## config.mk

```make
export PLATFORM = sky130hd
export DESIGN_NAME = cma_ext_responder
export DESIGN_NICKNAME = d
export VERILOG_FILES = /design/src/rtl/cma_ext_responder.sv
export SDC_FILE = /design/constraint.sdc
export NUM_CORES = 1
export LEC_CHECK = 0
export ABC_AREA = 1
export CORE_UTILIZATION = 45
export CTS_BUF_LIST = sky130_fd_sc_hd__clkbuf_8
export DETAILED_ROUTE_END_ITERATION = 8
export GPL_ROUTABILITY_DRIVEN = 0
export MAX_ROUTING_LAYER = met4
export PLACE_DENSITY = 0.76
export SLEW_MARGIN = 10
export SYNTH_ARGS = -nofsm -noshare
export SYNTH_HDL_FRONTEND = slang
export SYNTH_SLANG_ARGS = --single-unit
```

## constraint.sdc

```tcl
create_clock -name clk -period 3 [get_ports clk]
set_clock_uncertainty 0.1 [all_clocks]
set_input_delay 0.6 -clock clk [delete_from_list [all_inputs] [get_ports clk]]
set_output_delay 0.6 -clock clk [all_outputs]
set_load 0.005 [all_outputs]
```

## src/rtl/cma_ext_responder.sv

```systemverilog
// Host-side responder for the CMA external interface: decodes host accesses to data memory,
// configuration multicast or status registers, and sequences the RUN/DONE core handshake.
module cma_ext_responder #(
    parameter int unsigned DATA_W     = 32,
    parameter int unsigned GLB_ADR_W  = 18,
    parameter int unsigned ROMULTIC_W = 16,
    parameter int unsigned CFG_IDX_W  = 4,
    parameter int unsigned ERRCNT_W   = 16
) (
    input  logic                              clk,
    input  logic                              rst,
    input  logic                              i_run,
    input  logic                              i_cbank,
    input  logic                              i_exwe,
    input  logic                              i_exre,
    input  logic [GLB_ADR_W-1:0]              i_exa,
    input  logic [DATA_W-1:0]                 i_exwd,
    input  logic [ROMULTIC_W-1:0]             i_exromul,
    output logic [DATA_W-1:0]                 o_exrd,
    output logic                              o_done,
    output logic                              o_mem_we,
    output logic                              o_mem_re,
    output logic [GLB_ADR_W-3:0]              o_mem_a,
    output logic [DATA_W-1:0]                 o_mem_wd,
    output logic                              o_mem_bank,
    input  logic [DATA_W-1:0]                 i_mem_rd,
    output logic [ROMULTIC_W-1:0]             o_cfg_we,
    output logic [GLB_ADR_W-3-CFG_IDX_W:0]    o_cfg_a,
    output logic [DATA_W-1:0]                 o_cfg_wd,
    output logic                              o_start,
    output logic                              o_abort,
    input  logic                              i_core_done
);

    localparam logic [DATA_W-1:0] ChipId = DATA_W'(32'h434D_4100);

    typedef enum logic [1:0] {StIdle = 2'd0, StRun = 2'd1, StDone = 2'd2} state_e;

    state_e                  state_q;
    logic                    run_q;
    logic [DATA_W-1:0]       run_cnt;
    logic [ERRCNT_W-1:0]     err_cnt;

    // Stage A: registered host request
    logic                    a_we, a_re;
    logic [GLB_ADR_W-1:0]    a_exa;
    logic [DATA_W-1:0]       a_wd;
    logic [ROMULTIC_W-1:0]   a_romul;

    // Stage B: read result selection
    logic                    b_valid, b_mem;
    logic [DATA_W-1:0]       b_imm;

    logic [1:0]              a_tgt;
    logic                    acc, rd_ok, err_inc, err_clr;
    logic [ROMULTIC_W-1:0]   onehot;
    logic [DATA_W-1:0]       stat;

    always_comb begin
        a_tgt    = a_exa[GLB_ADR_W-1 -: 2];
        acc      = (state_q != StRun);
        rd_ok    = acc && a_re && !a_we;
        onehot   = ROMULTIC_W'(1) << a_exa[GLB_ADR_W-3 -: CFG_IDX_W];
        o_mem_we = acc && a_we && (a_tgt == 2'b00);
        o_mem_re = rd_ok && (a_tgt == 2'b00);
        o_mem_a  = a_exa[GLB_ADR_W-3:0];
        o_mem_wd = a_wd;
        o_cfg_a  = a_exa[GLB_ADR_W-3-CFG_IDX_W:0];
        o_cfg_wd = a_wd;
        o_cfg_we = '0;
        if (acc && a_we && (a_tgt == 2'b01)) begin
            o_cfg_we = (a_romul != '0) ? a_romul : onehot;
        end
        unique case (a_exa[1:0])
            2'd0:    stat = DATA_W'({state_q, o_done, o_mem_bank});
            2'd1:    stat = run_cnt;
            2'd2:    stat = DATA_W'(err_cnt);
            default: stat = ChipId;
        endcase
        // One increment per offending strobe cycle, whatever the cause
        err_inc = (a_we || a_re) &&
                  (!acc || (a_we && a_re) || (a_tgt == 2'b11) ||
                   (a_re && !a_we && (a_tgt == 2'b01)));
        err_clr = acc && a_we && (a_tgt == 2'b10) && (a_exa[1:0] == 2'd2);
    end

    always_ff @(posedge clk) begin
        if (rst) begin
            a_we    <= 1'b0;
            a_re    <= 1'b0;
            a_exa   <= '0;
            a_wd    <= '0;
            a_romul <= '0;
            b_valid <= 1'b0;
            b_mem   <= 1'b0;
            b_imm   <= '0;
            o_exrd  <= '0;
            err_cnt <= '0;
        end else begin
            a_we    <= i_exwe;
            a_re    <= i_exre;
            a_exa   <= i_exa;
            a_wd    <= i_exwd;
            a_romul <= i_exromul;
            // A read colliding with a write is dropped and leaves o_exrd untouched
            b_valid <= a_re && !a_we;
            b_mem   <= rd_ok && (a_tgt == 2'b00);
            b_imm   <= (rd_ok && (a_tgt == 2'b10)) ? stat : '0;
            if (b_valid) begin
                o_exrd <= b_mem ? i_mem_rd : b_imm;
            end
            if (err_clr) begin
                err_cnt <= '0;
            end else if (err_inc && (err_cnt != '1)) begin
                err_cnt <= err_cnt + ERRCNT_W'(1);
            end
        end
    end

    always_ff @(posedge clk) begin
        if (rst) begin
            state_q    <= StIdle;
            run_q      <= 1'b0;
            run_cnt    <= '0;
            o_done     <= 1'b0;
            o_start    <= 1'b0;
            o_abort    <= 1'b0;
            o_mem_bank <= 1'b0;
        end else begin
            run_q   <= i_run;
            o_start <= 1'b0;
            o_abort <= 1'b0;
            if (state_q != StRun) begin
                o_mem_bank <= i_cbank;
            end
            case (state_q)
                StIdle: begin
                    if (i_run && !run_q) begin
                        state_q <= StRun;
                        o_start <= 1'b1;
                        run_cnt <= '0;
                    end
                end
                StRun: begin
                    if (run_cnt != '1) begin
                        run_cnt <= run_cnt + DATA_W'(1);
                    end
                    // Core completion takes priority over a simultaneous run drop
                    if (i_core_done) begin
                        state_q <= StDone;
                        o_done  <= 1'b1;
                    end else if (!i_run) begin
                        state_q <= StIdle;
                        o_abort <= 1'b1;
                    end
                end
                StDone: begin
                    if (!i_run) begin
                        state_q <= StIdle;
                        o_done  <= 1'b0;
                    end
                end
                default: state_q <= StIdle;
            endcase
        end
    end

endmodule

```

==> impl_summary.log, run 1 <==
INFO  metric antenna_cells = 0
INFO  metric min_period_over_period = 97.88%
INFO  metric worst_path_required = 2.30 ns
INFO  metric layout_min_cycle_time = 2.936 ns
INFO  metric intPower = 3742 uW
INFO  metric post_drt_via_cell_ratio = 4.876
INFO  metric setup_viol_count_final = 0
INFO  metric p_per_area = 452.7 mW/mm2
INFO  metric number_of_antenna_violations_at_the_first_check_in_global_routing = 0
INFO  metric critPathArrivalTime = 2.24 ns
INFO  metric critPathSlowestCell = clkdlybuf4s50_1
INFO  metric tritoncts = yes
INFO  metric max_stage_delay = 0.54 ns
INFO  metric postSynthRegisterBits = 189
INFO  metric clock_tree.buffer_depth = 2
INFO  metric drive_gt1_share = 5.602%
INFO  metric setup.worst_path.end_class = output pin
INFO  metric pwr-share-comb = 12.7%
INFO  metric synth_fp_nets = 1351
INFO  metric rows = 50
INFO  metric die-height = 140.7 um
INFO  metric worstSetupStartpointType = register
INFO  metric path_class = reg2out
INFO  metric placement.io_buffers = 250
INFO  metric synth_top_area_share = 43.71%
INFO  metric drcViolationCount = 0
INFO  metric synth_sequential_area_ratio = 43.71%
INFO  metric relSlewSlack = 26.62%
INFO  metric clk_root_buffer_cell = clkbuf_8
INFO  metric grt_start_max_net_pins = 77
INFO  metric finalPower = 5135 uW
INFO  metric totalWireLength = 23220 um
INFO  metric final_antenna_net_count = 0
INFO  metric fillCellCount = 1735
INFO  metric result_of_the_run = complete, no violations
INFO  metric finalCoreUtilization = 60.45%
INFO  metric area.growth.synth_to_final = 31.06%
INFO  metric leakage = 0.004696 uW
INFO  metric rrSetupSlack = 0.72 ns
INFO  metric route.vias.total = 8104
INFO  metric dp_worst_setup_slack = 0.5131 ns
INFO  metric clock_sinks = 189
INFO  metric total_routing_usage_reported_by_global_routing = 24.56%
INFO  metric grt_first_pass_wirelength = 37160 um
INFO  metric dr.first_iter.drc_count = 382
INFO  metric cts_max_level = 4
INFO  metric initial_utilization = 46.12%
INFO  metric chipWidth = 140.7 um
INFO  metric syn_area = 0.008656 mm2
INFO  metric finalHoldViolCount = 0
INFO  metric avgRoutedWirePerCell = 13.97 um
INFO  metric worst_tran_pin_value = 1.101 ns
INFO  metric syn_area_per_cell = 6.958 um2
INFO  metric max_clock_freq = 340.6 MHz
INFO  metric fp.dieArea = 0.01979 mm2
INFO  metric ys_warn_count = 0
INFO  metric worstPathCellList = inv_1, nand4_1, nor2_1, nand2_1, inv_2, nand3_1, a21oi_2, clkdlybuf4s50_1
INFO  metric maxCapViolations = 0
INFO  metric postSynthCellCount = 1244
INFO  metric vdd.ir_drop.worst = 0.2716 mV
INFO  metric first_pass_iteration_count_of_the_detailed_router = 5
INFO  metric ys_top_cells_by_area = dfxtp_1 (44%), nand2_1 (13%), inv_1 (8.6%)
INFO  metric globalRouteOverflowTotal = 0
INFO  metric count_of_different_cell_masters_after_synthesis = 39
INFO  metric power.net_switching = 1393 uW
INFO  metric cts.reportedPaths.clkPinSlew = 0.11 ns
INFO  metric path_delay_family = buffers and inverters
INFO  metric vias_in_the_first_global_route = 7590
INFO  metric switching_share = 27.13%
INFO  metric final_setup_tns = 0 ns
INFO  metric hp-class = in2reg
INFO  metric clock_power_share = 35.2%
INFO  metric report.final.slew_viol_count = 0
INFO  metric setup_ws = 0.06370 ns
INFO  metric rsz0062_at_grt = yes
INFO  metric core-area = 0.01877 mm2
INFO  metric clk-insertion-delay-late = 0.48 ns
INFO  metric design.final.nets = 1522
INFO  metric dp_hpwl = 17420 um
INFO  metric timing.critical_path.fanout_max = 8
INFO  metric numCtsBuffers = 17
INFO  metric final.hold.worst_slack = 0.2588 ns
INFO  metric synth_top_cell_by_area = dfxtp_1
INFO  metric share_seq_of_total_power = 52.0%
INFO  metric cp.buffers_inverters = 3
INFO  metric io_pins = 251
-- cell usage in the layout (no fill, tap or decap), types with 3 or more instances in the layout --
master	count
nor2_1	146
o21ai_0	11
nand3_1	100
a21oi_2	4
nand4_1	7
nand3b_1	3
buf_4	10
nor2_2	9
clkdlybuf4s50_1	247
nor3_1	22
dfxtp_2	3
nand2_1	297
nand2_2	3
clkbuf_8	17
nor3_2	3
inv_1	197
or2_2	4
dfxtp_1	186
nor2_4	3
a211oi_1	9
o211ai_1	32
inv_8	5
xor2_1	8
a21oi_1	67
-- layer usage --
metal  vias to the layer above  wire [um]  share of wire [%]  global-route usage (%)
met5                         -          0                  0                       -
met2                       301      11100                 48                   41.42
met3                        45       1575                6.8                   5.469
met1                      3629       9673                 42                   27.39
li1                       4129          -                  -                       -
met4                         0        875                3.8                   12.30
-- registers in the layout (all words and copies together), names as in the netlist --
signal / cells
a_re: 1
o_start: 1
o_exrd: 32
state_q: 2
b_imm: 32
o_mem_bank: 1
o_done: 1
a_exa: 18
a_romul: 16
o_cfg_wd: 32
err_cnt: 16
a_we: 1
run_q: 1
o_abort: 1
run_cnt: 32
b_valid: 1
b_mem: 1
-- cell type report --
cell class	instances	area [um2]	share of cell area (%)
well taps	234	292.8	2.581
flip-flops and latches	189	3787	33.38
clock buffers	17	234.0	2.062
multi-input cells	746	3481	30.68
repair buffers	261	2597	22.90
inverters	200	753.2	6.639
clock inverters	15	198.9	1.754
-- cells in the mapped netlist (all sizes together) --
library cell and count:
o21bai 1, nor3 25, xor2 8, nand3b 3, xnor2 2, a31o 1, a211oi 9, clkbuf 35
dfxtp 189, nor3b 2, o211ai 32, buf 74, nor2 159, inv 199, or2 4, a21oi 71
o21ai 11, nand2 302, ha 2, o221ai 1, clkinv 1, nor4 2, a31oi 1, nand3 101
and2 1, o22ai 1, nand4 7
-- worst register-to-register path, stage by stage (launching register included) --
cell	delay [ns]
dfxtp_1	0.44
ha_1	0.24
nand2_2	0.10
nor2_4	0.18
nand2_4	0.11
nor2_8	0.19
nand3_4	0.18
nand2_4	0.33
inv_4	0.13
nand2_1	0.08
nand2_1	0.05
nor2_2	0.10
-- final timing paths --
| check | start | to | cells past startpoint |
|---|---|---|---|
| hold / removal | rst | b_valid | 2 |
| hold reg to reg | state_q[0] | o_start | 1 |
| setup reg to reg | run_cnt[0] | run_cnt[23] | 11 |
| setup / recovery | a_romul[13] | o_cfg_we[13] | 8 |
-- power by group through the flow --
stage | registers [uW] | logic [uW] | clock network, uW
2_1_floorplan | 2710 | 329 | 0
3_3_place_gp | 2730 | 649 | 0
3_5_place_dp | 2730 | 653 | 0
4_1_cts | 2670 | 657 | 1850
5_1_grt | 2680 | 718 | 1950
6_report | 2670 | 654 | 1810
-- cells by family after synthesis --
family,share of synthesized area [%]
adder cells (fa/ha/maj),0.2891
XOR/XNOR,1.012
AO/OA/AOI/OAI,8.818
AND/OR/NAND/NOR,29.78
buffers and inverters,16.39
flip-flops,43.71
-- per-stage QoR --
step                      cells  cell area (um2)
after global routing       1662            11340
after floorplan            1244             8656
final                      1662            11340
after detailed placement   1630            10880
after global placement     1630            10880
after CTS                  1662            11310
-- what timing repair did --
item,in CTS,in global routing
resized for setup,1,10
buffers inserted,0,0
setup endpoints to repair,3,13
hold buffers,0,0
pin swaps,0,1
No activity file was read; power rests on OpenSTA's default activity.
==> inputs of run 2 (changes only) <==
Settings changed: CORE_MARGIN set to 3, CTS_BUF_LIST sky130_fd_sc_hd__clkbuf_8 to unset.
==> impl_summary.log, run 2 (same netlist as run 1, synthesis figures left out) <==
INFO  metric first_pass_iteration_count_of_the_detailed_router = 7 (was 5)
INFO  metric hold_buffers = 0 (unchanged)
INFO  metric final.hold.worst_slack = 0.3667 ns (was 0.2588 ns)
INFO  metric core-area = 0.01883 mm2 (was 0.01877 mm2)
INFO  metric pwr-share-comb = 11.6% (was 12.7%)
INFO  metric finalHoldViolCount = 0 (unchanged)
INFO  metric worstSetupStartpointType = register (unchanged)
INFO  metric worst_tran_pin_value = 0.9401 ns (was 1.101 ns)
INFO  metric cp.buffers_inverters = 2 (was 3)
INFO  metric post_drt_via_cell_ratio = 4.789 (was 4.876)
INFO  metric path_class = reg2out (unchanged)
INFO  metric final_cells = 1690 (was 1662)
INFO  metric min_period_over_period = 95.01% (was 97.88%)
INFO  metric cts.reportedPaths.clkPinSlew = 0.07 ns (was 0.11 ns)
INFO  metric totalWireLength = 23890 um (was 23220 um)
INFO  metric p_per_area = 491.8 mW/mm2 (was 452.7 mW/mm2)
INFO  metric clock_sinks = 189 (unchanged)
INFO  metric dp_hpwl = 18120 um (was 17420 um)
INFO  metric clk_root_buffer_cell = clkbuf_16 (was clkbuf_8)
INFO  metric drive_gt1_share = 5.245% (was 5.602%)
INFO  metric grt_first_pass_wirelength = 37490 um (was 37160 um)
INFO  metric r2r_start = run_cnt[1] (was run_cnt[0])
INFO  metric clock_tree.buffer_depth = 2 (unchanged)
INFO  metric final_antenna_net_count = 0 (unchanged)
INFO  metric area.growth.synth_to_final = 33.51% (was 31.06%)
INFO  metric timing.hold.worst.start = state_q[0] (was rst)
INFO  metric setup_viol_count_final = 0 (unchanged)
INFO  metric switching_share = 24.16% (was 27.13%)
INFO  metric io_pins = 251 (unchanged)
INFO  metric cts_max_level = 4 (unchanged)
INFO  metric critPathSlowestCell = clkdlybuf4s50_1 (unchanged)
INFO  metric globalRouteOverflowTotal = 0 (unchanged)
INFO  metric placement.io_buffers = 250 (unchanged)
INFO  metric vias_in_the_first_global_route = 7475 (was 7590)
INFO  metric result_of_the_run = complete, no violations (unchanged)
INFO  metric total_routing_usage_reported_by_global_routing = 23.33% (was 24.56%)
INFO  metric die-height = 144.7 um (was 140.7 um)
INFO  metric intPower = 4311 uW (was 3742 uW)
INFO  metric leakage = 0.004767 uW (was 0.004696 uW)
INFO  metric chipWidth = 144.7 um (was 140.7 um)
INFO  metric worst_path_required = 2.30 ns (about the same)
INFO  metric number_of_antenna_violations_at_the_first_check_in_global_routing = 0 (unchanged)
INFO  metric finalPower = 5683 uW (was 5135 uW)
INFO  metric layout_min_cycle_time = 2.850 ns (was 2.936 ns)
INFO  metric maxCapViolations = 0 (unchanged)
INFO  metric timing.critical_path.fanout_max = 6 (was 8)
INFO  metric share_seq_of_total_power = 47.0% (was 52.0%)
INFO  metric dp.cells = 1658 (was 1630)
INFO  metric post_cts_buffers = 0 (unchanged)
INFO  metric final_setup_tns = 0 ns (unchanged)
INFO  metric hp-class = reg2reg (was in2reg)
INFO  metric final_cell_mix = nand2_1 (297), clkdlybuf4s50_1 (248), inv_1 (197) (was nand2_1 (297), clkdlybuf4s50_1 (247), inv_1 (197))
INFO  metric max_stage_delay = 0.57 ns (was 0.54 ns)
INFO  metric setup.worst_path.end_class = output pin (unchanged)
INFO  metric numCtsBuffers = 17 (unchanged)
INFO  metric path_delay_family = buffers and inverters (unchanged)
INFO  metric final_common_cell = nand2_1 (unchanged)
INFO  metric worstPathCellList = inv_1, nor3_1, nand3_1, a21oi_1, clkdlybuf4s50_1 (was inv_1, nand4_1, nor2_1, nand2_1, inv_2, nand3_1, a21oi_2, clkdlybuf4s50_1)
INFO  metric avgRoutedWirePerCell = 14.14 um (was 13.97 um)
INFO  metric finalCoreUtilization = 61.37% (was 60.45%)
INFO  metric vdd.ir_drop.worst = 0.4038 mV (was 0.2716 mV)
INFO  metric power.net_switching = 1373 uW (was 1393 uW)
INFO  metric drcViolationCount = 0 (unchanged)
INFO  metric antenna_cells = 0 (unchanged)
INFO  metric design.final.nets = 1524 (was 1522)
INFO  metric critical_path.startpoint = a_exa[12] (was a_romul[13])
INFO  metric initial_utilization = 45.97% (was 46.12%)
INFO  metric max_clock_freq = 350.8 MHz (was 340.6 MHz)
INFO  metric clk-insertion-delay-late = 0.42 ns (was 0.48 ns)
INFO  metric report.final.slew_viol_count = 0 (unchanged)
INFO  metric clock_power_share = 41.4% (was 35.2%)
INFO  metric cts_repair_resize_count = 0 (was 1)
INFO  metric grt_start_max_net_pins = 74 (was 77)
INFO  metric relSlewSlack = 37.26% (was 26.62%)
INFO  metric route.vias.total = 8094 (was 8104)
INFO  metric fp.dieArea = 0.02094 mm2 (was 0.01979 mm2)
INFO  metric rows = 50 (unchanged)
INFO  metric dr.first_iter.drc_count = 362 (was 382)
INFO  metric tritoncts = yes (unchanged)
INFO  metric critPathArrivalTime = 2.15 ns (was 2.24 ns)
## run 2: changes by cell type in the layout (fill, tap and decap cells not counted), moves of 2 or more
| cell | change |
|---|---|
| clkbuf_16 | +17 |
| a21oi_2 | -2 |
| dfxtp_2 | -2 |
| clkinv_8 | -2 |
| nor3_2 | -2 |
| inv_6 | +3 |
| nor3_1 | +2 |
| clkbuf_8 | -16 |
| dfxtp_1 | +2 |
| buf_4 | +2 |
| inv_8 | -4 |
| a21oi_1 | +2 |
## run 2: power groups by stage
stage          registers [uW]  logic (uW)  clock network, uW
3_5_place_dp             2730         662                  0
6_report                 2670         660               2350
3_3_place_gp             2720         657                  0
2_1_floorplan            2710         329                  0
4_1_cts                  2670         667               2400
5_1_grt                  2680         726               2520
## run 2: worst paths after layout
path / cells past startpoint / endpoint / slack, ns
hold reg to reg: 1 / o_start / 0.37
setup reg to reg: 10 / run_cnt[0] / 0.73
setup / recovery: 5 / o_cfg_we[11] / 0.15
hold / removal: 1 / o_start / 0.37
## run 2: stage by stage
stage          setup slack, ns  instance area [um2]
2_1_floorplan           0.9414                 8656
3_3_place_gp            0.5321                10930
3_5_place_dp            0.5131                10930
4_1_cts                0.02775                11550
5_1_grt              -0.001679                11560
6_report                0.1496                11560
## run 2: metal layers
metal  up-vias  wire length (um)  GRT usage (%)
met1      3582              9604          27.34
met3        32              2065          6.244
met2       342             11410          37.94
met4         0               817          9.818
li1       4138                 -              -
met5         -                 0              -
## run 2: cell type report
| type | count | area (um2) |
|---|---|---|
| Tap cell | 260 | 325.3 |
| Multi-Input combinational cell | 746 | 3463 |
| Fill cell | 1696 | 7274 |
| Sequential cell | 189 | 3785 |
| Clock buffer | 19 | 442.9 |
| Timing Repair Buffer | 263 | 2610 |
| Clock inverter | 13 | 176.4 |
| Inverter | 200 | 753.2 |
==> inputs of run 3 (changes only) <==
Settings changed: SKIP_CTS_REPAIR_TIMING set to 1.
==> results of run 3 <==
Final layout, timing and power as in run 2 (identical DEF).
